$ cat src/rtl/m_sequence_rx.sv
// m_sequence_rx: m-sequence frame receiver that recovers the transmitter's shift code and counts chip errors.
// Latency: code_valid_o pulses k+2 edges after the edge accepting chip N (k = code), or 2 edges for an all-zero capture.
// Backpressure: none; the receiver never stalls chips. Chips arriving while busy in SEARCH/DONE are dropped, so the sender waits for busy_o=0.
//
// Ports:
//   clkin        - single clock, rising edge
//   rst          - synchronous active-high reset
//   chip_i       - received chip, sampled when chip_valid_i=1
//   chip_valid_i - one-cycle qualifier per chip; gaps allowed
//   sof_i        - marks chip 1 of a frame (only with chip_valid_i=1)
//   code_o       - recovered shift code, held until the next code_valid_o
//   code_valid_o - one-cycle pulse; code_o/err_cnt_o/err_o valid in that cycle
//   err_cnt_o    - chip mismatches counted in the last frame, held
//   err_o        - frame error flag (too many mismatches or all-zero phase), held
//   busy_o       - high while a frame is being received or decoded
module m_sequence_rx #(
    parameter int                N          = 63,
    parameter int                LENGTH     = $clog2(N),
    parameter logic [LENGTH-1:0] POLYNOME   = 6'b100111,
    parameter logic [LENGTH-1:0] BASE_PHASE = 6'b101010,
    parameter int                MAX_ERR    = 4
) (
    input  logic                   clkin,
    input  logic                   rst,
    input  logic                   chip_i,
    input  logic                   chip_valid_i,
    input  logic                   sof_i,
    output logic [LENGTH-1:0]      code_o,
    output logic                   code_valid_o,
    output logic [$clog2(N+1)-1:0] err_cnt_o,
    output logic                   err_o,
    output logic                   busy_o
);

    localparam int CW = $clog2(N+1);

    // Compare values are taken against the count *before* the current chip
    // is added, so "cnt == X" means "this chip is chip X+1".
    localparam logic [CW-1:0]     CNT_FILL     = CW'(LENGTH - 1);
    localparam logic [CW-1:0]     CNT_PRE_LAST = CW'(N - 1);
    localparam logic [CW-1:0]     ERR_SAT      = '1;
    localparam logic [LENGTH-1:0] IDX_LAST     = LENGTH'(N - 1);

    typedef enum logic [2:0] {
        IDLE   = 3'd0,
        LOAD   = 3'd1,
        TRACK  = 3'd2,
        SEARCH = 3'd3,
        DONE   = 3'd4
    } state_t;

    state_t            state;
    logic [LENGTH-1:0] w;            // chip window, w[0] = oldest chip
    logic [LENGTH-1:0] cap;          // transmitter initial phase
    logic [LENGTH-1:0] s;            // search LFSR
    logic [LENGTH-1:0] idx;          // number of steps s has taken from BASE_PHASE
    logic [CW-1:0]     cnt;          // chips accepted in the current frame
    logic [CW-1:0]     err_cnt;      // mismatches in the current frame
    logic              search_init;  // first SEARCH cycle loads s/idx

    logic [LENGTH-1:0] w_next;
    logic [LENGTH-1:0] s_next;
    logic              predicted;
    logic              mismatch;
    logic              cap_zero;
    logic              s_hit;
    logic              search_end;

    // Received window and search LFSR advance the same way as the transmitter:
    // the feedback bit enters at the MSB and the oldest bit leaves at bit 0.
    assign w_next     = {chip_i, w[LENGTH-1:1]};
    assign s_next     = {^(POLYNOME & s), s[LENGTH-1:1]};
    assign predicted  = ^(POLYNOME & w);
    assign mismatch   = (chip_i != predicted);
    assign cap_zero   = (cap == '0);
    assign s_hit      = (s == cap);
    // IDX_LAST without a hit cannot happen for a primitive polynomial; it is a
    // guard so a mismatched POLYNOME/BASE_PHASE cannot lock the block in SEARCH.
    assign search_end = cap_zero || s_hit || (idx == IDX_LAST);

    always_ff @(posedge clkin) begin
        if (rst) begin
            state        <= IDLE;
            w            <= '0;
            cap          <= '0;
            s            <= '0;
            idx          <= '0;
            cnt          <= '0;
            err_cnt      <= '0;
            search_init  <= 1'b0;
            code_o       <= '0;
            code_valid_o <= 1'b0;
            err_cnt_o    <= '0;
            err_o        <= 1'b0;
            busy_o       <= 1'b0;
        end else begin
            code_valid_o <= 1'b0;

            case (state)
                IDLE: begin
                    if (chip_valid_i && sof_i) begin
                        w       <= w_next;
                        cnt     <= CW'(1);
                        err_cnt <= '0;
                        state   <= LOAD;
                        busy_o  <= 1'b1;
                    end
                end

                LOAD, TRACK: begin
                    if (chip_valid_i) begin
                        w <= w_next;
                        if (sof_i) begin
                            // A new start-of-frame abandons the current frame.
                            cnt     <= CW'(1);
                            err_cnt <= '0;
                            state   <= LOAD;
                        end else begin
                            cnt <= cnt + 1'b1;
                            if (state == LOAD) begin
                                if (cnt == CNT_FILL) begin
                                    cap   <= w_next;
                                    state <= TRACK;
                                end
                            end else begin
                                if (mismatch && (err_cnt != ERR_SAT)) begin
                                    err_cnt <= err_cnt + 1'b1;
                                end
                                if (cnt == CNT_PRE_LAST) begin
                                    state       <= SEARCH;
                                    search_init <= 1'b1;
                                end
                            end
                        end
                    end
                end

                SEARCH: begin
                    if (search_init) begin
                        s           <= BASE_PHASE;
                        idx         <= '0;
                        search_init <= 1'b0;
                    end else if (search_end) begin
                        state        <= DONE;
                        code_valid_o <= 1'b1;
                        err_cnt_o    <= err_cnt;
                        code_o       <= (s_hit && !cap_zero) ? idx : '0;
                        err_o        <= cap_zero || !s_hit || (int'(err_cnt) > MAX_ERR);
                    end else begin
                        s   <= s_next;
                        idx <= idx + 1'b1;
                    end
                end

                DONE: begin
                    state  <= IDLE;
                    busy_o <= 1'b0;
                end

                default: begin
                    state  <= IDLE;
                    busy_o <= 1'b0;
                end
            endcase
        end
    end

endmodule

$ cat config.mk
export PLATFORM = sky130hd
export DESIGN_NAME = m_sequence_rx
export DESIGN_NICKNAME = d
export VERILOG_FILES = /design/src/rtl/m_sequence_rx.sv
export SDC_FILE = /design/constraint.sdc
export NUM_CORES = 1
export LEC_CHECK = 0
export ABC_AREA = 1
export CAP_MARGIN = 20
export CORE_MARGIN = 2
export CORE_UTILIZATION = 50
export CTS_CLUSTER_DIAMETER = 80
export DETAILED_ROUTE_END_ITERATION = 7
export GPL_TIMING_DRIVEN = 0
export PLACE_DENSITY = 0.7
export SLEW_MARGIN = 20
export SYNTH_ARGS = -nofsm -noshare
export SYNTH_HDL_FRONTEND = slang
export SYNTH_SLANG_ARGS = --single-unit
$ cat constraint.sdc
create_clock -name clkin -period 2.2 [get_ports clkin]
set_input_delay 0.44 -clock clkin [delete_from_list [all_inputs] [get_ports clkin]]
set_output_delay 0.44 -clock clkin [all_outputs]
set_load 0.01 [all_outputs]
==> metrics.yaml, run 1 <==
timing:
  min_period_ns: 1.77
  worst_slew_pin_slew_ns: 0.581
  setup-tns-final_ns: 0
  maxSlewViolCount: 0
  fin_skew_ns: 0.00295
  max_freq_mhz: 565
  rsz0062_at_grt: "no"
  min_period_over_period: 0.804
  setup_slack_ns: 0.431
  relSlewSlack: 0.613
  finalSetupViolations: 0
  hold_violations: 0
global_routing:
  grt_pass1_wl_um: 11200
  first_global_vias: 2502
  antenna_found_initial: 0
  track_usage: 0.219
  grt_start_max_net_pins: 16
  grt-ovfl-total: 0
synth:
  synth_fp_nets: 437
  yosysUniqueCellTypes: 35
  ys_warn_count: 0
  async_flop_share: 0
  ys_seq_area_frac: 0.377
  synth_edf_count: 0
  ys.flop_type: "dfxtp_1"
  synthCells: 425
  netlist_area_um2: 2920
  ys_ff_latch: 55
  syn_area_per_cell_um2: 6.88
hold_path:
  hold_path_class: "register to register"
finish:
  drive_gt1_frac: 0.0844
  area_delta_synth_final_pct: 12.8
  diodes: 0
  final_nets: 462
die:
  fp.dieArea_um2: 6480
  die_h_um: 80.5
  initial_core_util: 0.525
  coreArea_um2: 5570
  die_w_um: 80.5
  pin_count: 20
  rows: 27
route:
  drt_iter0_markers: 146
  via_count: 2732
  dr.pass1.iters: 4
  viasPerCell: 5.23
  ant_nets: 0
  routedWlPerCell_um: 12.4
  drc: 0
  wirelength_um: 6470
placement:
  gp_congestion: 0.899
  place_ws_ns: 0.111
  numPortBuffers: 18
  dpl.hpwl_um: 4840
cts:
  h-tree-depth: 2
  insertion_delay_ns: 0.31
  postCtsSetupBuffers: 0
  clkTransAtPathRegs_ns: 0.09
  cts_tree: "built"
  cts_inserted_buffers: 5
  cts_sinks: 55
  ctsResizeCount: 0
  cts_hold_buf: 0
  cts-root-buf: "clkbuf_8"
  clock_path_buffers: 2
worst_setup_path:
  end_kind: "register"
  critPathLaunchType: "input port"
  crit_path_max_fanout: 8
  cp_common_cell: "nand2_1"
  critPathSlowestCell: "clkdlybuf4s50_1"
  critical_path.max_stage_delay_ns: 0.61
  worstPathCellList: "clkdlybuf4s50_1 -> nand2_1 -> nand2_1 -> nand3_4 -> inv_2 -> nand3_1 -> nor3_1 -> nor2_1"
  required_ns: 2.41
  path_class: "input port to register"
  arrival_ns: 1.97
flow_run:
  drv_cap: 0
power_and_ir_drop:
  p_leak_nw: 1.34
  p_per_area_nw_per_um2: 801
  power.ir.vdd_worst_mv: 0.568
status:
  outcome: "complete, no violations"
[worst max-delay path: cells and delay by family]
family	cells	cell delay [ns]
and+or+nand+nor	6	0.77
buffers and inverters	2	0.77
[stage by stage]
step / util / power [W] / hold WS [ns] / instances / cell area (µm²)
after floorplan: - / 0.00182 / 0.446 / 425 / 2920
after global placement: 0.573 / 0.00199 / 0.452 / 515 / 3190
after detailed placement: 0.573 / 0.00201 / 0.458 / 515 / 3190
after CTS: 0.591 / 0.00266 / 0.473 / 522 / 3300
after global routing: 0.591 / 0.00283 / 0.493 / 522 / 3300
final: 0.591 / 0.00264 / 0.470 / 522 / 3300
[where the power goes]
group | switching (W) | internal, W
clock network | 0.000317 | 0.000334
registers | 0.0000907 | 0.00108
logic | 0.000527 | 0.000289
[cell usage in the layout (no fill, tap or decap), drive strengths merged, types with 2 or more instances in the layout]
master	netlist	layout
buf	6	6
clkdlybuf4s50	0	18
nor2	55	55
o21ai	19	19
xnor2	3	3
dfxtp	55	55
nand4	12	12
nor3	8	8
nand2	112	112
ha	7	7
a21oi	36	36
xor2	4	4
inv	49	49
or2	2	2
clkbuf	7	13
nand3	44	44
[routing by layer]
layer / wire length (µm) / vias up / global-route usage
li1: - / 1421 / -
met1: 3130 / 1256 / 0.288
met2: 3000 / 36 / 0.354
met3: 143 / 19 / 0.0348
met4: 193 / 0 / 0.0966
met5: 0 / - / 0
[registers in the layout (all words and copies together) (netlist names)]
name          cells
code_o            6
err_cnt           6
s                 6
state             3
cnt               6
err_o             1
w                 6
cap               6
idx               6
busy_o            1
err_cnt_o         6
search_init       1
code_valid_o      1
[final cells by class]
| type | count | area [µm²] |
|---|---|---|
| buffer | 13 | 77.6 |
| sequential | 55 | 1100 |
| timing repair buffer | 18 | 180 |
| tap | 72 | 90.1 |
| inverter | 49 | 184 |
| clock buffer | 6 | 72.6 |
| fill | 536 | 2280 |
| multi-input combinational | 308 | 1560 |
| clock inverter | 1 | 30.0 |
[path summary, 6_finish.rpt]
kind,end,cells after the start,startpoint,slack [ns]
worst max-delay path,cnt[4],8,sof_i,0.43
worst min-delay path,err_cnt_o[0],2,err_cnt_o[0],0.47
worst max register to register,err_cnt[1],8,err_cnt[0],0.50
worst min register to register,err_cnt_o[0],2,err_cnt_o[0],0.47
[synthesized netlist by cell type (3+ instances only)]
master | instances | area [µm²]
a21oi_1 | 35 | 175
buf_6 | 3 | 33.8
clkbuf_1 | 7 | 26.3
dfxtp_1 | 55 | 1100
ha_1 | 7 | 87.6
inv_1 | 43 | 161
inv_2 | 6 | 22.5
nand2_1 | 106 | 398
nand2_2 | 3 | 18.8
nand2_4 | 3 | 33.8
nand3_1 | 39 | 195
nand3_2 | 3 | 30.0
nand4_1 | 12 | 75.1
nor2_1 | 52 | 195
nor3_1 | 6 | 30.0
o21ai_0 | 18 | 90.1
xnor2_1 | 3 | 26.3
xor2_1 | 4 | 35.0
[logic make-up after synthesis]
| group | count (synthesis) | share of synthesized area |
|---|---|---|
| compound gates | 58 | 0.104 |
| xor+xnor | 7 | 0.0210 |
| fa+ha+maj | 7 | 0.0300 |
| buf+inv | 62 | 0.0894 |
| flops | 55 | 0.377 |
| simple gates | 236 | 0.379 |
No activity file was read; power rests on OpenSTA's default activity.
==> run 2: changes to the inputs <==
--- a/config.mk
+++ b/config.mk
@@ -12,7 +12,7 @@
 export CTS_CLUSTER_DIAMETER = 80
 export DETAILED_ROUTE_END_ITERATION = 7
 export GPL_TIMING_DRIVEN = 0
-export PLACE_DENSITY = 0.7
+export PLACE_DENSITY = 0.73
 export SLEW_MARGIN = 20
 export SYNTH_ARGS = -nofsm -noshare
 export SYNTH_HDL_FRONTEND = slang
==> constraint.sdc (replaced) <==
create_clock -name clkin -period 1.5 [get_ports clkin]
set_input_delay 0.3 -clock clkin [delete_from_list [all_inputs] [get_ports clkin]]
set_output_delay 0.3 -clock clkin [all_outputs]
set_load 0.01 [all_outputs]
==> metrics.yaml, run 2 (same netlist as run 1, synthesis figures left out) <==
cts:
  cts_sinks: 55
  cts-root-buf: "clkbuf_8"
  cts_hold_buf: 0
  clock_path_buffers: 2
  clkTransAtPathRegs_ns: 0.10
  insertion_delay_ns: 0.32
  cts_inserted_buffers: 5
  h-tree-depth: 2
  cts_tree: "built"
worst_setup_path:
  crit_path_max_fanout: 5
  rr_worst_depth: 7
  cp.depth: 7
  worstPathCellList: "inv_4 -> nor3_4 -> buf_6 -> nand3_4 -> buf_12 -> nand2_2 -> a21oi_2"
  worstSetupStartpoint: "state[0]"
  critical_path.max_stage_delay_ns: 0.42
  end_kind: "register"
  critPathTopFamily: "simple AND/OR/NAND/NOR gates"
  reg2reg_from: "state[0]"
  path_class: "register to register"
  path_buf_inv: 3
  required_ns: 1.68
  critPathLaunchType: "register"
  critPathSlowestCell: "dfxtp_4"
  arrival_ns: 1.71
power_and_ir_drop:
  p_sw_frac: 0.383
  p_leak_nw: 1.75
  comb_power_share: 0.381
  p_per_area_nw_per_um2: 1110
  finalPower_w: 0.00423
  switchingPower_w: 0.00162
  clockPowerShare: 0.200
  power.ir.vdd_worst_mv: 0.807
  pwr-share-seq: 0.419
  internal_power_w: 0.00261
global_routing:
  antenna_found_initial: 0
  track_usage: 0.230
  grt-ovfl-total: 0
  first_global_vias: 2523
  grt_pass1_wl_um: 11700
  grt_start_max_net_pins: 18
route:
  dr.pass1.iters: 4
  viasPerCell: 5.36
  wirelength_um: 7440
  via_count: 2920
  routedWlPerCell_um: 13.7
  drt_iter0_markers: 199
  ant_nets: 0
  drc: 0
finish:
  final_nets: 484
  stdcell_count: 545
  area_delta_synth_final_pct: 30.8
  final_common_cell: "nand2_1"
  drive_gt1_frac: 0.283
  diodes: 0
  final_cell_mix: "nand2_1 (88), nor2_1 (47), inv_1 (39), dfxtp_1 (33), nand3_1 (30)"
die:
  die_w_um: 80.5
  pin_count: 20
  die_h_um: 80.5
  rows: 27
  coreArea_um2: 5570
  initial_core_util: 0.525
  fp.dieArea_um2: 6480
placement:
  gp_congestion: 0.896
  dpl.hpwl_um: 4820
  placed_cells: 515
  numPortBuffers: 18
hold_path:
  min_from: "chip_i"
  hold_path_class: "input port to register"
  hold_depth: 3
timing:
  fin_skew_ns: 0.0128
  min_period_over_period: 1.02
  setup_slack_ns: -0.0283
  hold_violations: 0
  max_freq_mhz: 654
  worst_slew_pin_slew_ns: 0.689
  finalSetupViolations: 13
  rsz0062_at_grt: "yes"
  relSlewSlack: 0.541
  whs_ns: 0.398
  maxSlewViolCount: 0
  min_period_ns: 1.53
flow_run:
  drv_cap: 0
status:
  outcome: "finished with violations"
  violations: "setup timing"
## run 2: changes by cell type in the layout (fill, tap and decap cells not counted), moves of 9 or more
cell	previous run	this run
buf_4	1	18
clkdlybuf4s50_1	18	0
dfxtp_1	55	33
dfxtp_2	0	13
dfxtp_4	0	9
dlygate4sd2_1	0	9
dlymetal6s2s_1	0	9
nand2_1	106	88
nand2_2	3	15
nand3_1	39	30
## run 2: worst paths after layout
check / end / slack (ns)
hold reg to reg: err_cnt_o[5] / 0.46
hold / removal: cap[5] / 0.40
setup / recovery: err_cnt_o[1] / -0.03
setup reg to reg: err_cnt_o[1] / -0.03
## run 2: power by group through the flow
| stage | Clock [W] | Combinational, W | Sequential, W |
|---|---|---|---|
| 3_5_place_dp | 0 | 0.00118 | 0.00176 |
| 6_report | 0.000846 | 0.00161 | 0.00177 |
| 5_1_grt | 0.000914 | 0.00179 | 0.00179 |
| 4_1_cts | 0.000854 | 0.00119 | 0.00173 |
| 3_3_place_gp | 0 | 0.00116 | 0.00175 |
| 2_1_floorplan | 0 | 0.000935 | 0.00173 |
## run 2: tightest hold or removal path, cell delays in order
cell	delay, ns
dlymetal6s2s_1	0.17
o21ai_0	0.17
a21oi_1	0.05
## run 2: final cells by class
class	count	area [µm²]
fillers	443	1750
inverters	49	199
clock inverters	3	18.8
repair buffers	40	403
clock buffers	5	68.8
multi-input cells	309	1800
flip-flops and latches	55	1150
well taps	72	90.1
plain buffers	12	91.3
## run 2: per-stage QoR
stage,area [µm²],worst slack [ns],setup TNS (ns),util
after global placement,3190,-0.413,-10.40,0.573
after CTS,3390,0.000651,0,0.608
final,3820,-0.0283,-0.153,0.686
after floorplan,2920,0.0489,0,-
after global routing,3820,-0.0952,-2.15,0.686
after detailed placement,3190,-0.429,-11.68,0.573
## run 2: metal layers
layer  GRT usage  routed length [µm]
met5           0                   0
met4      0.0729                 114
met3      0.0348                 291
met2       0.372                3600
met1       0.314                3440
## run 2: timing repair
item	CTS	global route
setup endpoints to repair	49	58
resized for setup	33	95
setup buffers	7	13
pin swaps	7	36
cloned	2	1
==> run 3: changes to the inputs <==
--- a/config.mk
+++ b/config.mk
@@ -7,7 +7,7 @@
 export LEC_CHECK = 0
 export ABC_AREA = 1
 export CAP_MARGIN = 20
-export CORE_MARGIN = 2
+export CORE_MARGIN = 10
 export CORE_UTILIZATION = 50
 export CTS_CLUSTER_DIAMETER = 80
 export DETAILED_ROUTE_END_ITERATION = 7
==> metrics.yaml, run 3 (same netlist as run 1, synthesis figures left out) <==
placement:
  place_ws_ns: -0.461
  numPortBuffers: 18
  dpl.hpwl_um: 4910
  gp_congestion: 0.871
timing:
  min_period_ns: 1.48
  setup_slack_ns: 0.0201
  relSlewSlack: 0.538
  rsz0062_at_grt: "yes"
  min_period_over_period: 0.987
  worst_slew_pin_slew_ns: 0.693
  max_freq_mhz: 676
  finalSetupViolations: 0
  hold_violations: 0
  maxSlewViolCount: 0
  fin_skew_ns: 0.0120
  setup-tns-final_ns: 0
hold_path:
  hold_depth: 3
  hold_path_class: "input port to register"
route:
  dr.pass1.iters: 4
  via_count: 2859
  wl_met3_um: 326
  wirelength_um: 7560
  viasPerCell: 5.25
  met1_length_um: 3430
  routed.top_layer: "met4"
  drt_iter0_markers: 179
  dr_wl_met2_um: 3690
  routedWlPerCell_um: 13.9
  drc: 0
  ant_nets: 0
finish:
  area_delta_synth_final_pct: 33.2
  drive_gt1_frac: 0.309
  final_common_cell: "nand2_1"
  diodes: 0
  final_nets: 485
  final_cell_mix: "nand2_1 (79), nor2_1 (45), inv_1 (38), dfxtp_1 (33), nand3_1 (30)"
power_and_ir_drop:
  clockPowerShare: 0.222
  p_leak_nw: 1.76
  pwr-share-seq: 0.407
  internal_power_w: 0.00276
  power.ir.vdd_worst_mv: 0.946
  p_sw_frac: 0.369
  switchingPower_w: 0.00161
  p_per_area_nw_per_um2: 1120
  comb_power_share: 0.371
cts:
  insertion_delay_ns: 0.31
  clkTransAtPathRegs_ns: 0.10
  h-tree-depth: 2
  clock_path_buffers: 2
  cts_hold_buf: 0
  cts_inserted_buffers: 5
  cts_sinks: 55
  cts_tree: "built"
  cts-root-buf: "clkbuf_8"
worst_setup_path:
  critPathLaunchType: "register"
  cp_common_cell: "nand2_4"
  required_ns: 1.68
  rr_worst_depth: 9
  end_kind: "register"
  crit_path_max_fanout: 8
  worstPathCellList: "inv_6 -> nand3_4 -> nand2_4 -> nand2_4 -> nand3_4 -> nor2_8 -> nand2_4 -> nand2_1 -> a21oi_1"
  path_class: "register to register"
  critical_path.max_stage_delay_ns: 0.42
  arrival_ns: 1.66
  critPathSlowestCell: "dfxtp_4"
global_routing:
  grt-ovfl-total: 0
  grt_start_max_net_pins: 16
  grt_pass1_wl_um: 11600
  first_global_vias: 2548
  track_usage: 0.151
  antenna_found_initial: 0
die:
  fp.dieArea_um2: 9310
  die_h_um: 96.5
  pin_count: 20
  initial_core_util: 0.525
  die_w_um: 96.5
  coreArea_um2: 5570
  rows: 27
flow_run:
  drv_cap: 0
status:
  outcome: "complete, no violations"
run 3: power groups by stage:
| stage | sequential (W) | clock, W | combinational, W |
|---|---|---|---|
| 3_3_place_gp | 0.00175 | 0 | 0.00117 |
| 2_1_floorplan | 0.00173 | 0 | 0.000935 |
| 3_5_place_dp | 0.00175 | 0 | 0.00120 |
| 4_1_cts | 0.00173 | 0.000981 | 0.00124 |
| 6_report | 0.00178 | 0.000971 | 0.00162 |
| 5_1_grt | 0.00180 | 0.00102 | 0.00180 |
run 3: critical path: cells and delay by family, from the launching register on:
family | cells | cell delay [ns]
compound gates | 1 | 0.06
buf+inv | 1 | 0.06
flops | 1 | 0.42
simple gates | 7 | 0.82
run 3: area by class of cell:
type	count	area, µm²
Multi-Input combinational cell	309	1860
Fill cell	418	1680
Sequential cell	55	1150
Timing Repair Buffer	41	403
Inverter	49	199
Buffer	12	91.3
Tap cell	72	90.1
Clock buffer	6	72.6
Clock inverter	1	30.0
run 3: worst paths after layout:
check | start | end | slack, ns
worst max register to register | state[1] | err_cnt[3] | 0.02
worst min register to register | code_o[1] | code_o[1] | 0.46
worst min-delay path | chip_i | cap[5] | 0.40
worst max-delay path | state[1] | err_cnt[3] | 0.02
run 3: timing repair:
action | 4_1_cts | 5_1_grt
pin swaps | 5 | 39
setup endpoints to repair | 53 | 53
gates resized for setup | 35 | 116
cloned | 2 | 1
buffers inserted | 9 | 12
run 3: metrics by stage:
step | instance area (µm²) | hold slack, ns | utilization | std cells | power, W
global placement | 3190 | 0.452 | 0.573 | 515 | 0.00291
CTS | 3430 | 0.447 | 0.615 | 533 | 0.00395
finish | 3900 | 0.399 | 0.699 | 545 | 0.00437
global route | 3900 | 0.410 | 0.699 | 545 | 0.00461
detailed placement | 3190 | 0.455 | 0.573 | 515 | 0.00295
floorplan | 2920 | 0.446 | - | 425 | 0.00266
run 3: routing by layer:
| layer | vias to the layer above | global-route usage |
|---|---|---|
| met5 | - | 0 |
| met4 | 0 | 0.0460 |
| met3 | 10 | 0.0293 |
| met2 | 56 | 0.257 |
| met1 | 1318 | 0.189 |
| li1 | 1475 | - |
